--- src/rtl/event_line_encoder_pkg.sv ---
// -----------------------------------------------------------------------------
// line_codec_pkg
// Shared constants, FSM state type and mask helper for the event line encoder.
//   N_LINES     : number of event lines (8)
//   CODE_W      : width of the encoded line index (3)
//   state_t     : offer state machine states (IDLE, OFFER)
//   onehot_mask : one-hot vector selecting the line named by an index
// -----------------------------------------------------------------------------
package line_codec_pkg;

  localparam int N_LINES = 8;
  localparam int CODE_W  = $clog2(N_LINES);

  typedef enum logic [0:0] {
    IDLE  = 1'b0,
    OFFER = 1'b1
  } state_t;

  // One-hot mask with only bit idx set; used to clear a single pending line.
  function automatic logic [N_LINES-1:0] onehot_mask(input logic [CODE_W-1:0] idx);
    logic [N_LINES-1:0] mask;
    mask = {{(N_LINES-1){1'b0}}, 1'b1} << idx;
    return mask;
  endfunction

endpackage

--- src/rtl/event_line_encoder_if.sv ---
// -----------------------------------------------------------------------------
// event_line_encoder_if
// Valid/ready code channel from the encoder to its single consumer.
//   out_valid : code is valid (driven by master)
//   out_ready : consumer ready (driven by slave)
//   code      : encoded line index (driven by master)
// -----------------------------------------------------------------------------
interface event_line_encoder_if;
  import line_codec_pkg::*;

  logic              out_valid;
  logic              out_ready;
  logic [CODE_W-1:0] code;

  modport master (output out_valid, output code, input out_ready);
  modport slave  (input out_valid, input code, output out_ready);

endinterface

--- src/rtl/prio_enc_8to3.sv ---
// -----------------------------------------------------------------------------
// prio_enc_8to3
// Combinational priority encoder: index of the highest set bit (bit 7 wins).
//   vec : input vector
//   idx : index of the highest set bit (0 when vec is zero)
//   any : at least one bit of vec is set
// -----------------------------------------------------------------------------
module prio_enc_8to3
  import line_codec_pkg::*;
(
  input  logic [N_LINES-1:0] vec,
  output logic [CODE_W-1:0]  idx,
  output logic               any
);

  // Highest-priority lookup; an all-zero vector yields index 0.
  always_comb begin
    idx = 3'd0;
    any = |vec;
    casez (vec)
      8'b1???_????: idx = 3'd7;
      8'b01??_????: idx = 3'd6;
      8'b001?_????: idx = 3'd5;
      8'b0001_????: idx = 3'd4;
      8'b0000_1???: idx = 3'd3;
      8'b0000_01??: idx = 3'd2;
      8'b0000_001?: idx = 3'd1;
      default:      idx = 3'd0;
    endcase
  end

endmodule

--- src/rtl/event_line_encoder.sv ---
// -----------------------------------------------------------------------------
// event_line_encoder
// Captures single-cycle event pulses into a pending register and offers the
// index of the highest pending line over a valid/ready channel. An accepted
// code clears its pending bit; a new pulse on the same edge keeps it pending.
//   clk, rst_n : clock, asynchronous active-low reset
//   Enable     : capture enable for F
//   F          : event lines, bit 7 highest priority
//   ovf_clear  : synchronous clear of the sticky overflow flags
//   out_if     : code channel (out_valid, out_ready, code)
//   pending    : current pending register
//   overflow   : sticky per-line flag, event hit an already-pending line
// -----------------------------------------------------------------------------
module event_line_encoder
  import line_codec_pkg::*;
(
  input  logic                 clk,
  input  logic                 rst_n,
  input  logic                 Enable,
  input  logic [N_LINES-1:0]   F,
  input  logic                 ovf_clear,
  event_line_encoder_if.master out_if,
  output logic [N_LINES-1:0]   pending,
  output logic [N_LINES-1:0]   overflow
);

  state_t              state_r, state_nxt_s;
  logic [N_LINES-1:0]  pending_r, pending_nxt_s;
  logic [N_LINES-1:0]  overflow_r, overflow_nxt_s;
  logic [CODE_W-1:0]   code_r, code_nxt_s;
  logic                valid_r, valid_nxt_s;

  logic [CODE_W-1:0]   enc_idx_s;
  logic                enc_any_s;
  logic                accept_s;
  logic [N_LINES-1:0]  set_s;
  logic [N_LINES-1:0]  clr_mask_s;

  prio_enc_8to3 u_prio (
    .vec (pending_r),
    .idx (enc_idx_s),
    .any (enc_any_s)
  );

  assign pending          = pending_r;
  assign overflow         = overflow_r;
  assign out_if.out_valid = valid_r;
  assign out_if.code      = code_r;

  // Pending/overflow update: a same-edge set beats the accept clear.
  always_comb begin
    accept_s       = valid_r & out_if.out_ready;
    set_s          = {N_LINES{1'b0}};
    clr_mask_s     = {N_LINES{1'b0}};
    overflow_nxt_s = overflow_r;
    if (Enable) begin
      set_s = F;
    end else begin
      set_s = {N_LINES{1'b0}};
    end
    if (accept_s) begin
      clr_mask_s = onehot_mask(code_r);
    end else begin
      clr_mask_s = {N_LINES{1'b0}};
    end
    pending_nxt_s = (pending_r & ~clr_mask_s) | set_s;
    // A line being accepted on this edge is not an overflow.
    if (ovf_clear) begin
      overflow_nxt_s = {N_LINES{1'b0}};
    end else begin
      overflow_nxt_s = overflow_r | (set_s & pending_r & ~clr_mask_s);
    end
  end

  // Offer FSM next-state: the code is latched on entry to OFFER and held there.
  always_comb begin
    state_nxt_s = state_r;
    valid_nxt_s = valid_r;
    code_nxt_s  = code_r;
    case (state_r)
      IDLE: begin
        if (enc_any_s) begin
          state_nxt_s = OFFER;
          valid_nxt_s = 1'b1;
          code_nxt_s  = enc_idx_s;
        end else begin
          valid_nxt_s = 1'b0;
        end
      end
      OFFER: begin
        if (out_if.out_ready) begin
          state_nxt_s = IDLE;
          valid_nxt_s = 1'b0;
        end else begin
          valid_nxt_s = 1'b1;
        end
      end
      default: begin
        state_nxt_s = IDLE;
        valid_nxt_s = 1'b0;
      end
    endcase
  end

  // FSM state register.
  always_ff @(posedge clk or negedge rst_n) begin
    if (!rst_n) begin
      state_r <= IDLE;
    end else begin
      state_r <= state_nxt_s;
    end
  end

  // Data and output registers.
  always_ff @(posedge clk or negedge rst_n) begin
    if (!rst_n) begin
      pending_r  <= {N_LINES{1'b0}};
      overflow_r <= {N_LINES{1'b0}};
      code_r     <= {CODE_W{1'b0}};
      valid_r    <= 1'b0;
    end else begin
      pending_r  <= pending_nxt_s;
      overflow_r <= overflow_nxt_s;
      code_r     <= code_nxt_s;
      valid_r    <= valid_nxt_s;
    end
  end

endmodule
--- src/flat_wrapper.sv ---
// flat-port wrapper written by rule: the top's interface ports become plain ports
module event_line_encoder_flat import line_codec_pkg::*;
  (clk, rst_n, Enable, F, ovf_clear, pending, overflow, out_if_out_valid, out_if_code, out_if_out_ready);
  event_line_encoder_if out_if_i ();
  input  logic clk;
  input  logic rst_n;
  input  logic Enable;
  input  logic [N_LINES-1:0] F;
  input  logic ovf_clear;
  output logic [N_LINES-1:0] pending;
  output logic [N_LINES-1:0] overflow;
  output wire logic [$bits(out_if_i.out_valid)-1:0] out_if_out_valid;
  output wire logic [$bits(out_if_i.code)-1:0] out_if_code;
  input wire logic [$bits(out_if_i.out_ready)-1:0] out_if_out_ready;
  assign out_if_out_valid = out_if_i.out_valid;
  assign out_if_code = out_if_i.code;
  assign out_if_i.out_ready = out_if_out_ready;
  event_line_encoder u_core (.clk(clk), .rst_n(rst_n), .Enable(Enable), .F(F), .ovf_clear(ovf_clear), .out_if(out_if_i), .pending(pending), .overflow(overflow));
endmodule
--- config.mk ---
export PLATFORM = sky130hd
export DESIGN_NAME = event_line_encoder_flat
export DESIGN_NICKNAME = d
export VERILOG_FILES = /design/src/rtl/event_line_encoder_pkg.sv /design/src/rtl/event_line_encoder_if.sv /design/src/rtl/prio_enc_8to3.sv /design/src/rtl/event_line_encoder.sv /design/src/flat_wrapper.sv
export SDC_FILE = /design/constraint.sdc
export NUM_CORES = 1
export LEC_CHECK = 0
export BUFFER_PORTS_ARGS = -buffer_cell sky130_fd_sc_hd__buf_2
export CAP_MARGIN = 20
export CORE_UTILIZATION = 42
export CTS_CLUSTER_SIZE = 24
export DETAILED_ROUTE_END_ITERATION = 10
export PLACE_DENSITY_LB_ADDON = 0.25
export SYNTH_ARGS = -nofsm -noshare
export SYNTH_HDL_FRONTEND = slang
export SYNTH_SLANG_ARGS = --single-unit
--- constraint.sdc ---
create_clock -name clk -period 1.35 [get_ports clk]
set_clock_uncertainty 0.2 [all_clocks]
set_input_delay 0.27 -clock clk [delete_from_list [all_inputs] [get_ports clk]]
set_output_delay 0.27 -clock clk [all_outputs]
set_load 0.02 [all_outputs]
==> results_dict.tcl <==
set metrics [dict create \
    status "complete, but fails checks" \
    violations "negative setup slack" \
    netlist.area_leader.share_pct 57.3 \
    place_ws_ps -54.6 \
    worstHoldPathType "in -> reg" \
    tightestPinTransition_ps 477 \
    final_cell_mix "35 x buf_6, 30 x buf_4, 12 x buf_2" \
    required_ps 1350 \
    fin_crit_sh_pct 129 \
    yosys_warnings 0 \
    gr-total-overflow 0 \
    tritoncts "built" \
    ios 33 \
    clkPwrFrac_pct 23.6 \
    synth.net_count 91 \
    cp-startpoint "u_core.pending[4]$_DFF_PN0_" \
    path_common_cell "buf_4" \
    multi_input_area_um2 531 \
    place.gp.congestion 0.889 \
    syn-instance-count 78 \
    wl_per_cell_um 25.6 \
    syn_area_um2 873 \
    antenna_cells 0 \
    final-max-slew-violation-count 0 \
    io_buffers 32 \
    cp_slowest_cell "dfrtp_2" \
    syn_area_per_cell_um2 11.2 \
    slew_headroom_pct 68.2 \
    crit_chain "buf_6, buf_4, buf_4, nor2_1, o21ai_0, a31oi_1" \
    stdcell_area_um2 1860 \
    grt_usage_pct 31.0 \
    synth_top_area_cell "dfrtp_1" \
    slowest_delay_ps 470 \
    worst_slack_ps -396 \
    drive_gt1_share_pct 72.7 \
    rsz0062_at_grt "yes" \
    p_per_area_nw_per_um2 1160 \
    worst_setup_path_start_kind "flip-flop" \
    switchingPower_uw 719 \
    drc_errors 0 \
    row_count 16 \
    max_freq_mhz 573 \
    fp.dieW_um 47.6 \
    mostFrequentLayoutCell "buf_6" \
    numCtsBuffers 3 \
    hold_violations 0 \
    critPathArrivalTime_ps 1740 \
    cellLeakagePower_nw 0.879 \
    cts_max_path_buffers 2 \
    yosys.cell_types.count 19 \
    clkLatencyLatePin_ps 310 \
    die_h_um 47.6 \
    drtIter0Drc 57 \
    layout.nets 175 \
    antenna_left 0 \
    htree_levels 1 \
    first_pass_iters 4 \
    r2r_end "u_core.out_if.code[1]$_DFFE_PN0P_" \
    critPathCaptureType "flip-flop" \
    p_seq_share_pct 35.5 \
    critPathKind "reg -> reg" \
    regArea_um2 512 \
    hold_start "F[0]" \
    cap_violations 0 \
    finalCriticalPeriod_ps 1750 \
    p_comb_share_pct 40.8 \
    antenna_found_initial 0 \
    hpwl_um 1570 \
    grt_pass1_wl_um 4620 \
    ys_seq_area_share_pct 57.3 \
    area_growth_pct 112 \
    ir_drop_uv 902 \
    worstRegToRegCells 6 \
    start_util_pct 44.5 \
    die-area_um2 2270 \
    via_per_inst 6.27 \
    grt_max_degree 21 \
    min_to "u_core.pending[0]$_DFF_PN0_" \
    switching_share_pct 33.5 \
    cts-root-buf "clkbuf_4" \
    wirelength_um 4810 \
    core_um2 1960 \
    reg2reg_from "u_core.pending[4]$_DFF_PN0_" \
    ys_seq_elements 20 \
    reg2reg_slack_ps -400 \
    min_path_cells 2 \
    setup_viol 35 \
    grt_pass1_vias 976 \
    via_count 1178 \
    intPower_mw 1.43 \
    synthTopCellsByArea "dfrtp_1 57%, a22o_1 8.0%, a41oi_1 8.0%" \
    dpl_cell_area_um2 1140 \
    clk_pin_slew_worst_paths_ps 130 \
    worst-path-max-fanout 3 \
    clock-sinks 20 \
    fillCellCount 57 \
]
## repair_timing
action                                  4_1_cts  5_1_grt
setup buffers                                18       17
endpoints found under the setup margin       20       36
resized for setup                            46       47
endpoints found under the hold margin        23        0
hold buffers                                  4        0
pin swaps                                     8       13
## worst max-delay path: cells and delay by family, from the launching register on
kind,cells,cell delay [ps]
simple gates,1,120
flops,1,470
compound gates,2,440
buf+inv,3,410
## worst max-delay path by stage
stage                                              to  slack [ps]  cells after the start
global placement    u_core.out_if.code[0]$_DFFE_PN0P_         -50                      4
floorplan           u_core.out_if.code[0]$_DFFE_PN0P_         -50                      4
global route        u_core.out_if.code[1]$_DFFE_PN0P_        -580                      6
CTS                                        pending[4]        -130                      2
detailed placement  u_core.out_if.code[0]$_DFFE_PN0P_         -50                      4
finish              u_core.out_if.code[1]$_DFFE_PN0P_        -400                      6
## kinds of logic after synthesis
group / after synthesis / share of synthesized area (%)
compound gates: 26 / 23.1
buf+inv: 4 / 1.86
flops: 20 / 57.3
simple gates: 28 / 17.8
## final cells by class
class | instances | share of cell area (%)
Clock inverter | 1 | 1.62
Sequential cell | 20 | 27.6
Inverter | 2 | 0.405
Multi-Input combinational cell | 54 | 28.6
Timing Repair Buffer | 81 | 38.8
Tap cell | 27 | 1.82
Clock buffer | 3 | 1.21
## power by group through the flow
| stage | sequential (mW) | combinational, mW | clock, mW |
|---|---|---|---|
| 6_report | 0.763 | 0.877 | 0.507 |
| 5_1_grt | 0.769 | 0.899 | 0.528 |
| 4_1_cts | 0.736 | 0.613 | 0.499 |
| 3_5_place_dp | 0.738 | 0.404 | 0 |
| 3_3_place_gp | 0.737 | 0.398 | 0 |
| 2_1_floorplan | 0.834 | 0.109 | 0 |
## registers in the layout, summed over array words and instances, names as in the netlist
register            flops
u_core.overflow         8
u_core.state_r          1
u_core.out_if.code      3
u_core.pending          8
## metrics by stage
stage	util [%]	hold WS [ps]	power, mW	instances	TNS, ps
after floorplan	-	-226	0.943	78	-104
after global routing	94.6	20.5	2.20	188	-5880
after detailed placement	58.2	46.6	1.14	145	-172
after global placement	58.2	36.5	1.13	145	-76.7
after CTS	78.8	4.23	1.85	171	-1460
final	94.6	21.7	2.15	188	-4230
## per-layer routing
layer  vias up  share of wire, %  GRT usage [%]
met5         -                 0              0
li1        461                 -              -
met3        30                10           7.92
met1       572                39           39.5
met4         0               4.8           18.9
met2       115                46           47.4
## cell usage after synthesis
library cell and number:
a41oi_1 8, dfrtp_1 20, and3b_1 1, a31oi_1 1
a22o_1 8, and3_1 1, nand2_1 7, o21ai_0 3
a21oi_1 3, o311ai_1 1, o21a_1 1, a21oi_2 1
buf_2 1, nor2_1 13, buf_1 1, nor4_4 2
nor2b_1 2, inv_1 2, nand3_1 2
(Power assumes the default switching activity.)
